`config.mk`:
```
export PLATFORM = sky130hd
export DESIGN_NAME = mod3_serial_residue
export DESIGN_NICKNAME = d
export VERILOG_FILES = /design/src/rtl/mod3_pkg.sv /design/src/rtl/mod3_step.sv /design/src/rtl/mod3_serial_residue.sv
export SDC_FILE = /design/constraint.sdc
export NUM_CORES = 1
export LEC_CHECK = 0
export ABC_AREA = 1
export CAP_MARGIN = 30
export CORE_MARGIN = 2
export CORE_UTILIZATION = 41
export DETAILED_ROUTE_END_ITERATION = 16
export HOLD_SLACK_MARGIN = 0.08
export PLACE_DENSITY = 0.83
export SETUP_SLACK_MARGIN = 0.02
export SYNTH_ARGS = -nofsm -noshare
export SYNTH_HDL_FRONTEND = slang
export SYNTH_SLANG_ARGS = --single-unit
```
`constraint.sdc`:
```
create_clock -name Clk -period 1.4 [get_ports Clk]
set_input_delay 0.42 -clock Clk [delete_from_list [all_inputs] [get_ports Clk]]
set_output_delay 0.42 -clock Clk [all_outputs]
set_load 0.02 [all_outputs]
```
`src/rtl/mod3_pkg.sv`:
```
// mod3_pkg
// Shared definitions for the serial mod-3 residue block.
//   MOD3_ZERO/ONE/TWO : one-hot residue encodings (bit index == residue value)
//   state_e           : frame controller states, ACCUM (taking bits) and DONE
//                       (holding a finished result for the consumer)
package mod3_pkg;

  localparam logic [2:0] MOD3_ZERO = 3'b001;
  localparam logic [2:0] MOD3_ONE  = 3'b010;
  localparam logic [2:0] MOD3_TWO  = 3'b100;

  typedef enum logic {
    ACCUM = 1'b0,
    DONE  = 1'b1
  } state_e;

endpackage

```
`src/rtl/mod3_step.sv`:
```
// mod3_step
// Combinational residue update: rOut = (2*rIn + bitIn) mod 3, everything in
// one-hot form so the result can never leave the three legal codes.
//   rIn_i   : current one-hot residue
//   bitIn_i : incoming serial bit
//   rOut_o  : next one-hot residue
module mod3_step
  import mod3_pkg::*;
(
  input  logic [2:0] rIn_i,
  input  logic       bitIn_i,
  output logic [2:0] rOut_o
);

  logic [2:0] doubled;
  logic [2:0] plusOne;

  // Doubling mod 3 maps 0->0, 1->2, 2->1, which in one-hot is just swapping
  // the bits for residues 1 and 2.
  assign doubled = {rIn_i[1], rIn_i[2], rIn_i[0]};

  // Adding one rotates the one-hot code up by a position (2 wraps to 0).
  assign plusOne = {doubled[1], doubled[0], doubled[2]};

  assign rOut_o = bitIn_i ? plusOne : doubled;

endmodule

```
`src/rtl/mod3_serial_residue.sv`:
```
// mod3_serial_residue
// Accepts an MSB-first serial operand and reports its value mod 3 as a
// one-hot code once the frame ends (BitLast) or is cut off at MAX_BITS.
//   Clk, RstN          : clock and synchronous active-low reset
//   BitIn/BitLast      : serial bit and end-of-frame marker, qualified by BitValid
//   BitReady           : high while a frame is being accumulated
//   ModOut             : one-hot residue (001=0, 010=1, 100=2)
//   OutValid/OutReady  : result handshake; result held until taken
//   OutErr             : frame was force-terminated at MAX_BITS
//   BitCount           : bits accepted in the current or just-completed frame
module mod3_serial_residue
  import mod3_pkg::*;
#(
  parameter int MAX_BITS = 32
)
(
  input  logic                           Clk,
  input  logic                           RstN,
  input  logic                           BitIn,
  input  logic                           BitValid,
  input  logic                           BitLast,
  output logic                           BitReady,
  output logic [2:0]                     ModOut,
  output logic                           OutValid,
  input  logic                           OutReady,
  output logic                           OutErr,
  output logic [$clog2(MAX_BITS+1)-1:0]  BitCount
);

  localparam int            CW       = $clog2(MAX_BITS + 1);
  localparam logic [CW-1:0] MaxCount = CW'(MAX_BITS);

  state_e        state_q;
  logic [2:0]    residue_q, residue_d;
  logic [CW-1:0] count_q, count_d;
  logic          err_q;
  logic          bitReady_q;
  logic          outValid_q;
  logic          accept;

  mod3_step uStep (
    .rIn_i   (residue_q),
    .bitIn_i (BitIn),
    .rOut_o  (residue_d)
  );

  // Handshake uses the registered ready flag, so there is no path from
  // BitValid back to BitReady.
  assign accept = BitValid && bitReady_q;

  // Saturating bit counter; in practice the frame ends on reaching MaxCount,
  // the saturation only guarantees it can never wrap.
  always_comb begin
    count_d = count_q;
    if (count_q != MaxCount) begin
      count_d = count_q + CW'(1);
    end
  end

  // Frame controller. Ready/valid flags are kept as their own registers and
  // always move together with the state, so every output is a flop.
  always_ff @(posedge Clk) begin
    if (!RstN) begin
      state_q    <= ACCUM;
      residue_q  <= MOD3_ZERO;
      count_q    <= '0;
      err_q      <= 1'b0;
      bitReady_q <= 1'b1;
      outValid_q <= 1'b0;
    end else begin
      case (state_q)
        ACCUM: begin
          if (accept) begin
            residue_q <= residue_d;
            count_q   <= count_d;
            // The MAX_BITS-th bit closes the frame; it is only an error if
            // the sender did not mark it as the last one.
            if (BitLast || (count_d == MaxCount)) begin
              state_q    <= DONE;
              err_q      <= !BitLast;
              bitReady_q <= 1'b0;
              outValid_q <= 1'b1;
            end
          end
        end
        DONE: begin
          if (OutReady) begin
            state_q    <= ACCUM;
            residue_q  <= MOD3_ZERO;
            count_q    <= '0;
            err_q      <= 1'b0;
            bitReady_q <= 1'b1;
            outValid_q <= 1'b0;
          end
        end
        default: begin
          state_q    <= ACCUM;
          residue_q  <= MOD3_ZERO;
          count_q    <= '0;
          err_q      <= 1'b0;
          bitReady_q <= 1'b1;
          outValid_q <= 1'b0;
        end
      endcase
    end
  end

  assign BitReady = bitReady_q;
  assign OutValid = outValid_q;
  assign ModOut   = residue_q;
  assign OutErr   = err_q;
  assign BitCount = count_q;

endmodule

```
==> run metrics <==
outcome finished with violations; failing checks negative setup slack; total global-route track usage 21.4%; effective utilization at floorplan between 40% and 50%; final worst slack -0.0187 ns; placed cell count 141; Die Area 2050 um2; count of inserted antenna diode cells 0; global-route wire length before repair 3.08 mm; maximum number of pins on one net before global-route repair 10; top cell family by delay on the critical path flip-flops; chain of cells forming the critical path ha_4 -> xor2_2 -> nand2_1 -> nand2_1 -> nor2_2 -> buf_4 -> nand4_1 -> a21oi_1; # DRC 0; maximum fanout along the worst path 7; number of clock sinks 13; clock buffer count from CTS 3; maximum count of clock buffers along a single path 2; r2r endpoint OutErr; wire length per cell after detailed routing between 10 and 15 um; data required time of the critical path ~1.6 ns; std cell rows 14; cell types occupying the most area after synthesis dfxtp_1 37%, nand2_1 11%, nand3_1 8.6%; YS warnings 0; post-synth net total roughly 100; synthesis-stage register bit count 13; I/O Buffers 17; latest clock arrival within the worst-skew pair 0.28 ns; Final Net Count 141; Final Routed Wirelength between 1.5 and 2 mm; overall overflow remaining after global route 0; Final Slew Violations 0; ratio of cells with drive above 1 in the final layout about two fifths; cell accounting for the most synthesized area dfxtp_1; final std cells w/o fill roughly 150; start-to-end type of the worst setup path reg2reg; height of the chip 45.2 um; r2r worst-path depth 8; Crit-path slowest cell dfxtp_4; Mapped Area 697 um2; final critical-path share of the clock period 101%; IR drop worst, VDD ~0.70 mV; unrepaired setup endpoints after global routing true; total number of H-tree levels 1; filler cell count around 130; top-area cell type share of the netlist area 37.3%; Setup TNS Final -0.0187 ns; number of standard cells after synthesis 96; Final min period ~1.4 ns; flop-to-flop setup slack -0.02 ns; clock tree from TritonCTS built; worst hold path type reg2reg; vias per inst 5.26; Bufs and invs on worst path 1; critical register-to-register path startpoint BitCount[0]; max-cap violations 0; fraction of the yosys area taken by sequential cells a little under two fifths; data arrival at the endpoint of the critical path between 1.5 and 2 ns; launch point of the worst path BitCount[0]; synthesis-to-finish area growth 56.9%; average instance area after synthesis about 7.3 um2; highest clock frequency the design can meet ~700 MHz; residual antenna-violating net count after detailed routing 0; Hold Fails Final Rpt 0; post-synthesis cell type count 23; Initial DRC Count 15; via total after detailed routing 778; Leak Pwr about 0.47 nW; max incr delay on CP 0.39 ns; Clk pin slew, worst setup/hold paths ~0.080 ns; core region area 1540 um2; via count of the first global-routing pass roughly 750; capturing element type of the critical path flop; maximum clock skew at final layout 0.00627 ns; worst slew pin tran 0.294 ns; power density normalized to cell area 809 nW/um2; startpoint type of the worst setup path flop; clock root buffer clkbuf_4; Final Setup Violations 1; number of antenna violations at the first check in global routing 0; die boundary width 45.2 um; capture point of the critical path OutErr; logic depth of the worst path, buffers included 8; length of the first detailed-routing pass in iterations 4; number of top-level pins 18; most common cell type on the critical path nand2_1; hold bufs inserted after CTS 0; estimated wirelength of the detail-placed design around 1.4 mm; final weighted congestion in routability-driven placement between 0.8 and 0.9; Rel. slew slack 80.4%
-- power breakdown --
part	internal [mW]	total, mW	switching (mW)	leakage [nW]
clock	0.111	0.237	0.127	0.0150
combinational	0.115	0.239	0.124	0.349
sequential	0.386	0.408	0.0222	0.109
total	0.611	0.884	0.273	0.472
-- cell usage in the layout, fill, tap and decap left out, types with 2 or more instances in the layout --
cell and instances:
xor2_2 2, a21oi_1 7, clkdlybuf4s15_1 2, clkdlybuf4s50_1 5, a31oi_1 2, o21ai_1 3, clkbuf_2 7, nor2_2 2
nor2_1 5, nand2_1 20, nor2_4 4, buf_2 3, dfxtp_4 3, nand3_1 10, buf_4 12, inv_2 4
nand3_2 2, ha_4 2, clkbuf_4 3, nand2_2 2, nand3_4 2, nand4_1 2, buf_6 2, inv_1 9
dfxtp_1 9
-- registers in the layout, indices dropped and copies added (netlist names) --
signal,flops
BitReady,1
BitCount,6
ModOut,3
OutValid,1
state_q,1
OutErr,1
-- worst min-delay path by stage --
stage                           start           to  cells past startpoint
final                        OutValid     OutValid                      2
after CTS                    OutValid     OutValid                      2
after global routing         OutValid     OutValid                      2
after floorplan                  RstN     BitReady                      1
after global placement    BitCount[1]  BitCount[1]                      2
after detailed placement     OutValid     OutValid                      2
-- area by class of cell --
class	instances	area, um2	share of cell area, %
flip-flops and latches	13	273	24.9
repair buffers	32	253	23.1
inverters	14	55.1	5.03
multi-input cells	69	467	42.7
well taps	16	20.0	1.83
clock buffers	4	26.3	2.40
-- cells by family (layout without fill, tap and decap cells) --
kind of cell             count (synthesis)  in the layout  share of synthesized area [%]
AND/OR/NAND/NOR                         49             49                           35.0
AO/OA/AOI/OAI                           15             15                           12.4
buffers and inverters                   14             50                           7.90
flip-flops                              13             13                           37.3
XOR/XNOR                                 3              3                           3.77
adder cells (fa/ha/maj)                  2              2                           3.59
-- through the flow --
step                      cell area, um2  total power [mW]  setup slack (ns)  util, %  hold WS, ns
after floorplan                      702             0.522            0.0272        -        0.504
after global placement               995             0.622            -0.181     64.5        0.484
after detailed placement             995             0.632            -0.261     64.5        0.486
after CTS                           1070             0.874           -0.0238     69.6        0.503
after global routing                1090             0.929           -0.0732     70.9        0.540
final                               1090             0.884           -0.0187     70.9        0.506
-- worst min-delay path, stage by stage, from the launching register on --
cell and delay (ns):
dfxtp_1 0.32, nand2_1 0.06, a31oi_1 0.08
-- synthesized netlist by cell type --
| cell | instances |
|---|---|
| nand2_1 | 21 |
| dfxtp_1 | 13 |
| nand3_1 | 12 |
| inv_1 | 10 |
| nor2_1 | 8 |
| a21oi_1 | 7 |
| o21ai_1 | 3 |
| a31oi_1 | 2 |
| ha_1 | 2 |
| inv_2 | 2 |
| nand4_1 | 2 |
| nor2_4 | 2 |
| xor2_1 | 2 |
| a21oi_2 | 1 |
| clkinv_1 | 1 |
| inv_4 | 1 |
| nand2_2 | 1 |
| nand3_2 | 1 |
| nand3_4 | 1 |
| nor2_2 | 1 |
| o211ai_1 | 1 |
| o21a_1 | 1 |
| xnor2_1 | 1 |
-- metal layers --
| metal | up-vias | track usage, % | part of all wire (%) |
|---|---|---|---|
| met2 | 24 | 40.9 | 54 |
| li1 | 385 | - | - |
| met5 | - | 0 | 0 |
| met1 | 363 | 21.7 | 39 |
| met3 | 6 | 4.00 | 4.5 |
| met4 | 0 | 10.6 | 2.6 |
-- what timing repair did --
action,in CTS,in global routing
setup buffers,1,2
pin swaps,6,12
setup endpoints to repair,16,23
resized for setup,35,26
Power figures use the tool's default switching activity.
